## config.mk

```make
export PLATFORM = sky130hd
export DESIGN_NAME = uart_phy_rx
export DESIGN_NICKNAME = d
export VERILOG_FILES = /design/src/rtl/uart_phy_rx.sv
export SDC_FILE = /design/constraint.sdc
export NUM_CORES = 1
export LEC_CHECK = 0
export ABC_AREA = 1
export ABC_CLOCK_PERIOD_IN_PS = 1300
export CAP_MARGIN = 20
export CORE_ASPECT_RATIO = 1.4
export CORE_MARGIN = 2
export CORE_UTILIZATION = 49
export CTS_CLUSTER_DIAMETER = 80
export DETAILED_ROUTE_END_ITERATION = 6
export PLACE_DENSITY = 0.8
export SLEW_MARGIN = 5
export SYNTH_ARGS = -nofsm -noshare
export SYNTH_HDL_FRONTEND = slang
export SYNTH_SLANG_ARGS = --single-unit
```

## constraint.sdc

```tcl
create_clock -name clk_i -period 1.3 [get_ports clk_i]
set_input_delay 0.195 -clock clk_i [delete_from_list [all_inputs] [get_ports clk_i]]
set_output_delay 0.195 -clock clk_i [all_outputs]
set_load 0.05 [all_outputs]
```

## src/rtl/uart_phy_rx.sv

```systemverilog
// UART receive PHY: 8N1 framing, LSB first, 16 ticks per bit.
// The line is synchronised first, then each bit is sampled at its middle.
// Good bytes raise nd_o for one cycle. A low stop bit raises frame_err_o for one cycle.
module uart_phy_rx (
  input  logic       clk_i,
  input  logic       rst_i,
  input  logic       tick_i,
  input  logic       rxd_i,
  output logic [7:0] data_o,
  output logic       nd_o,
  output logic       frame_err_o,
  output logic       busy_o
);

  localparam logic [1:0] StIdle  = 2'd0;
  localparam logic [1:0] StStart = 2'd1;
  localparam logic [1:0] StData  = 2'd2;
  localparam logic [1:0] StStop  = 2'd3;

  logic       rx_meta_q, rxs_q;
  logic [1:0] state_q, state_d;
  logic [3:0] tick_cnt_q, tick_cnt_d;
  logic [2:0] bit_cnt_q, bit_cnt_d;
  logic [7:0] sh_q, sh_d;
  logic [7:0] data_q, data_d;
  logic       nd_q, nd_d;
  logic       fe_q, fe_d;
  logic       armed_q, armed_d;

  // Two-flop synchroniser. It resets to the idle (high) line level.
  always_ff @(posedge clk_i or negedge rst_i) begin
    if (!rst_i) begin
      rx_meta_q <= 1'b1;
      rxs_q     <= 1'b1;
    end else begin
      rx_meta_q <= rxd_i;
      rxs_q     <= rx_meta_q;
    end
  end

  // Next-state logic for the frame FSM. Nothing advances without a tick.
  always_comb begin
    state_d    = state_q;
    tick_cnt_d = tick_cnt_q;
    bit_cnt_d  = bit_cnt_q;
    sh_d       = sh_q;
    data_d     = data_q;
    armed_d    = armed_q;
    nd_d       = 1'b0;
    fe_d       = 1'b0;
    unique case (state_q)
      StIdle: begin
        // Arming needs the line to be seen high. This way a held break yields only one frame.
        if (rxs_q) armed_d = 1'b1;
        if (tick_i && !rxs_q && armed_q) begin
          state_d    = StStart;
          tick_cnt_d = 4'd0;
          armed_d    = 1'b0;
        end
      end
      StStart: begin
        if (tick_i) begin
          tick_cnt_d = tick_cnt_q + 4'd1;
          if (tick_cnt_q == 4'd7) begin
            tick_cnt_d = 4'd0;
            bit_cnt_d  = 3'd0;
            // A line that is high again at mid start bit is a glitch.
            state_d    = rxs_q ? StIdle : StData;
          end
        end
      end
      StData: begin
        if (tick_i) begin
          tick_cnt_d = tick_cnt_q + 4'd1;
          if (tick_cnt_q == 4'd15) begin
            sh_d = {rxs_q, sh_q[7:1]};
            if (bit_cnt_q == 3'd7) begin
              state_d = StStop;
            end else begin
              bit_cnt_d = bit_cnt_q + 3'd1;
            end
          end
        end
      end
      StStop: begin
        if (tick_i) begin
          tick_cnt_d = tick_cnt_q + 4'd1;
          if (tick_cnt_q == 4'd15) begin
            state_d = StIdle;
            if (rxs_q) begin
              data_d = sh_q;
              nd_d   = 1'b1;
            end else begin
              fe_d = 1'b1;
            end
          end
        end
      end
      default: state_d = StIdle;
    endcase
  end

  // State, counters and registered output pulses.
  always_ff @(posedge clk_i or negedge rst_i) begin
    if (!rst_i) begin
      state_q    <= StIdle;
      tick_cnt_q <= 4'd0;
      bit_cnt_q  <= 3'd0;
      sh_q       <= 8'h00;
      data_q     <= 8'h00;
      nd_q       <= 1'b0;
      fe_q       <= 1'b0;
      armed_q    <= 1'b0;
    end else begin
      state_q    <= state_d;
      tick_cnt_q <= tick_cnt_d;
      bit_cnt_q  <= bit_cnt_d;
      sh_q       <= sh_d;
      data_q     <= data_d;
      nd_q       <= nd_d;
      fe_q       <= fe_d;
      armed_q    <= armed_d;
    end
  end

  assign data_o      = data_q;
  assign nd_o        = nd_q;
  assign frame_err_o = fe_q;
  assign busy_o      = (state_q != StIdle);

endmodule

```

**After elaboration in Yosys (flattened, before gate mapping)**

Cells that the tools add are included.

- Output and inout port bits: 11
- Bits in registers: 30
- Bits of input ports: 4

- Muxes and demuxes: 31
- Equality and inequality tests: 16
- $add $sub $neg: 2
- Reduce and logical (&&, ||, !) cells: 14

Operators with widths:

| kind | count |
|---|---|
| 2-bit 2-to-1 mux | 9 |
| 2-bit != test, second input constant | 9 |
| 4-bit 2-to-1 mux | 4 |
| 3-bit 2-to-1 mux | 5 |
| 4-bit one-hot mux with 3 select lines | 1 |
| 1-bit 2-to-1 mux | 10 |
| 2-bit one-hot mux with 4 select lines | 1 |
| 8-bit AND reduction | 1 |
| 3-bit one-hot mux with 2 select lines | 1 |
| 3-bit AND reduction | 2 |
| 6-bit AND reduction | 1 |
| 2-bit nonzero test | 3 |
| 4-bit by 1-bit adder with 4-bit output, second input constant | 1 |
| 2-bit == test, second input constant | 2 |
| 4-bit by 3-bit == test with 1-bit output, second input constant | 1 |
| 4-bit == test, second input constant | 1 |
| 4-bit AND reduction | 1 |
| 3-bit by 1-bit adder with 3-bit output, second input constant | 1 |
| 3-bit == test, second input constant | 1 |
| 2-bit by 1-bit == test with 1-bit output, second input constant | 1 |
| 1-bit logical AND | 2 |
| 2-bit logical NOT | 1 |
| 2-bit by 1-bit != test with 1-bit output, second input constant | 1 |
| 2-bit AND reduction | 1 |
| other kinds (2) | 2 |

**Longest topological paths before layout**

- Word-level depth: 5
- Depth in mapped cells: 10
- Gate-level depth less buffers: 10

**Worst setup path before layout**

Ideal clock, no wire load.

- Kind: reg-to-reg
- Start: reg tick_cnt_q[0]
- End: reg data_q[5] (netlist: data_o[5])
- Slack: -0.083 ns
- Required time: 1.181 ns
- Data arrival time: 1.264 ns
- Path buffers: 1
- Cell stages (with the launch flop): 8
- Cells stage by stage: dfrtp_1 ha_1 nand3_4 nor2_2 nand3_2 buf_6 nand2_2 o21ai_2

- Longest elaborated chain between the ends: 2

RTL lines:

| what | RTL line | source |
|---|---|---|
| from (decl) | 22 | `logic [3:0] tick_cnt_q, tick_cnt_d;` |
| from (signal assigned) | 116 | `tick_cnt_q <= tick_cnt_d;` |
| 4-bit == test | 88 | `if (tick_cnt_q == 4'd15) begin` |
| 4-bit AND reduction (no line) | - |  |
| to (signal assigned) | 119 | `data_q <= data_d;` |
| to (decl) | 25 | `logic [7:0] data_q, data_d;` |

No other way between the ends.
A chain may end at the register's enable or synchronous reset.

**Final worst setup path**

- Start: reg state_q[0]
- End: reg bit_cnt_q[0]

- Longest elaborated chain between the ends: 3
- Elaborated cells on any way between the ends: 10
- Those cells by class: eq/ne: 7; mux: 1; reduce/logical: 2

RTL lines:

| what | RTL line | source |
|---|---|---|
| from (decl) | 21 | `logic [1:0] state_q, state_d;` |
| from (signal assigned) | 106 | `state_q <= StIdle;` |
| from (signal assigned) | 115 | `state_q <= state_d;` |
| 2-bit == test / 2-bit by 1-bit == test with 1-bit output (equally long branches) | 51 | `unique case (state_q)` |
| 2-bit != test (no line) / 2-bit nonzero test (equally long branches) | - |  |
| 6-bit AND reduction (no line) | - |  |
| to (signal assigned) | 117 | `bit_cnt_q <= bit_cnt_d;` |
| to (decl) | 23 | `logic [2:0] bit_cnt_q, bit_cnt_d;` |

Several ways; a longest one is shown, not always the timed one.

==> flow_summary.toml <==
[clock_network]
cts_tree = "yes"
numCtsBuffers = 5
hold_buffers = 0
worstSkewPairLatency_ns = 0.28
root_buffer = "clkbuf_8"
htreeDepth = 2
clock_sinks = 30
max-clock-path-buffers = 2
path_clk_slew_ns = 0.06

[timing]
finalCritPeriodShare = 1.06
drv_slew = 0
setup-violations-final = 14
slew_headroom = 0.836
rsz0062_at_grt = "true"
fin_crit_ns = 1.38
final-hold-violation-count = 0
layout_setup_ws_ns = -0.0810
max_freq_mhz = 724
tightest_slew_ns = 0.246
holdWs_ns = 0.271
fin_skew_ns = 0.00253

[route]
ant_nets = 0
num_vias = 1157
drt_iter0_drc = 20
wl_per_cell_um = 14.8
dr.pass1.iters = 4
drt_wl_total_um = 3310
drc = 0
vias_per_cell = 5.19

[placed_design]
dp_hpwl_um = 2030
gp_congestion = 0.777
post-place-ws_ns = -0.218
portBuffers = 14

[layout]
syn2layout_area_growth_pct = 52.1
antenna_cells = 0
final_util = 0.767
nNetsFinal = 192
layout-drive-gt1-share = 0.500
nFillCells = 193

[critical_path]
critPathArrivalTime_ns = 1.56
critPathKind = "reg -> reg"
critPathLaunchType = "flop"
crit_fanout = 4
cp.required_ns = 1.47
endpoint_kind = "flop"

[logic_synthesis]
synth_top_area_share = 0.493
ys_seq_area_frac = 0.530
synth-async-reset-ratio = 1.00
synth_cell_type_count = 24
syn_avg_cell_area_um2 = 9.87
synth-edff-count = 0
yosysTopAreaCell = "dfrtp_1"
syn_nets = 151
yosys_warnings = 0
synth-seq-cells = 30
synthTopCellsByArea = "dfrtp_1 49%, nand2_1 10%, o21ai_2 6.2%"
synth_area_um2 = 1420
synth_most_common_cell = "nand2_1"
synth_common_cells = "38 x nand2_1, 28 x dfrtp_1, 17 x inv_1, 10 x o21ai_2, 9 x nand3_1"
ys.flop_type = "dfrtp_1"
synthCells = 144

[global_routing]
antenna_found_initial = 0
grt_max_degree = 31
gr-total-overflow = 0
grt_pass1_vias = 1158
track_usage = 0.210
grt_pass1_wl_um = 5180

[power]
ir_worst_vdd_mv = 1.46
p_leak_nw = 1.03
powerDensity_nw_per_um2 = 1460
finalPower_mw = 3.17

[floorplanning]
placementRows = 23
dieArea_um2 = 3350
initial_core_util = 0.504
die_x_um = 49.5
fp.dieH_um = 67.7
core_um2 = 2820
io_pins = 15

[min_path]
hp-class = "in -> async"

[status]
violations = "negative setup slack"
outcome = "finished, violations left"

[job]
drv_cap = 0
## logic make-up (layout without fill, tap and decap cells)
logic type | after synthesis | in the layout | synth area share
xor gates and xnor gates | 1 | 1 | 0.00616
AOI/OAI and AO/OA | 22 | 22 | 0.107
adders and majority gates | 3 | 3 | 0.0264
buffers and inverters | 22 | 63 | 0.0687
and+or+nand+nor | 66 | 67 | 0.261
DFF | 30 | 30 | 0.530
## critical path: stages (launching register included)
cell,delay [ns]
dfrtp_2,0.43
buf_12,0.14
nor2_4,0.18
nand2_2,0.10
nand2_2,0.07
nand2_2,0.06
nor2_4,0.12
inv_2,0.07
nand2_1,0.06
nand2_1,0.05
## cell usage in the layout (no fill, tap or decap), types with 2 or more instances in the layout
cell,n
ha_4,3
nor2_4,5
nand3_4,2
o21ai_2,10
o22ai_1,2
nand2_4,11
o21ai_0,2
dfrtp_1,27
nand2_2,10
inv_2,5
buf_12,14
clkdlybuf4s50_1,3
dfstp_2,2
clkbuf_8,6
o21ai_1,7
inv_1,15
nand2_1,24
buf_4,15
nand3_2,2
nand3_1,8
clkbuf_16,2
## registers in the layout, summed over array words and instances (netlist names), named ones only
register     flops
frame_err_o      1
data_o           8
rxs_q            1
sh_q             8
armed_q          1
bit_cnt_q        3
tick_cnt_q       4
state_q          1
nd_o             1
rx_meta_q        1
## path summary, 6_finish.rpt
path                             from      endpoint  slack (ns)  cells after the start
setup / recovery           state_q[0]  bit_cnt_q[0]       -0.08                      9
hold / removal                  rst_i       armed_q        0.27                      2
setup reg to reg           state_q[0]  bit_cnt_q[0]       -0.08                      9
hold reg to reg             rx_meta_q         rxs_q        0.36                      0
max in group asynchronous       rst_i     rx_meta_q        0.79                      2
min in group clk_i              rxd_i     rx_meta_q        0.32                      1
## layout make-up
cell class	instances	area [um2]	share of cell area
clock buffer	6	82.6	0.0382
clock inverter	2	12.5	0.00579
inverter	20	75.1	0.0347
multi-input combinational	93	707	0.327
sequential	30	754	0.349
tap	37	46.3	0.0214
timing repair buffer	35	484	0.224
## repair_timing
| action | in CTS | in global routing |
|---|---|---|
| cloned | 0 | 3 |
| gates resized for setup | 8 | 21 |
| buffers inserted | 4 | 2 |
| setup endpoints to repair | 14 | 24 |
| pin swaps | 7 | 4 |
## power breakdown
| group | switching, mW | leakage, nW | internal [mW] | total [mW] |
|---|---|---|---|---|
| sequential | 0.103 | 0.362 | 1.04 | 1.14 |
| combinational | 0.687 | 0.623 | 0.552 | 1.24 |
| clock | 0.361 | 0.0472 | 0.425 | 0.786 |
## through the flow
stage          std cells  area, um2  setup TNS [ns]
2_1_floorplan        144       1440        -0.00804
3_3_place_gp         207       1850           -2.36
3_5_place_dp         207       1850           -2.90
4_1_cts              218       2010          -0.164
5_1_grt              223       2160           -2.27
6_report             223       2160          -0.342
## per-layer routing
metal	GRT usage	up-vias	part of all wire	routed length, um
li1	-	540	-	-
met1	0.209	577	0.35	1170
met2	0.393	28	0.58	1900
met3	0.0487	12	0.037	122
met4	0.128	0	0.033	110
met5	0	-	0	0
Power figures use the tool's default switching activity.
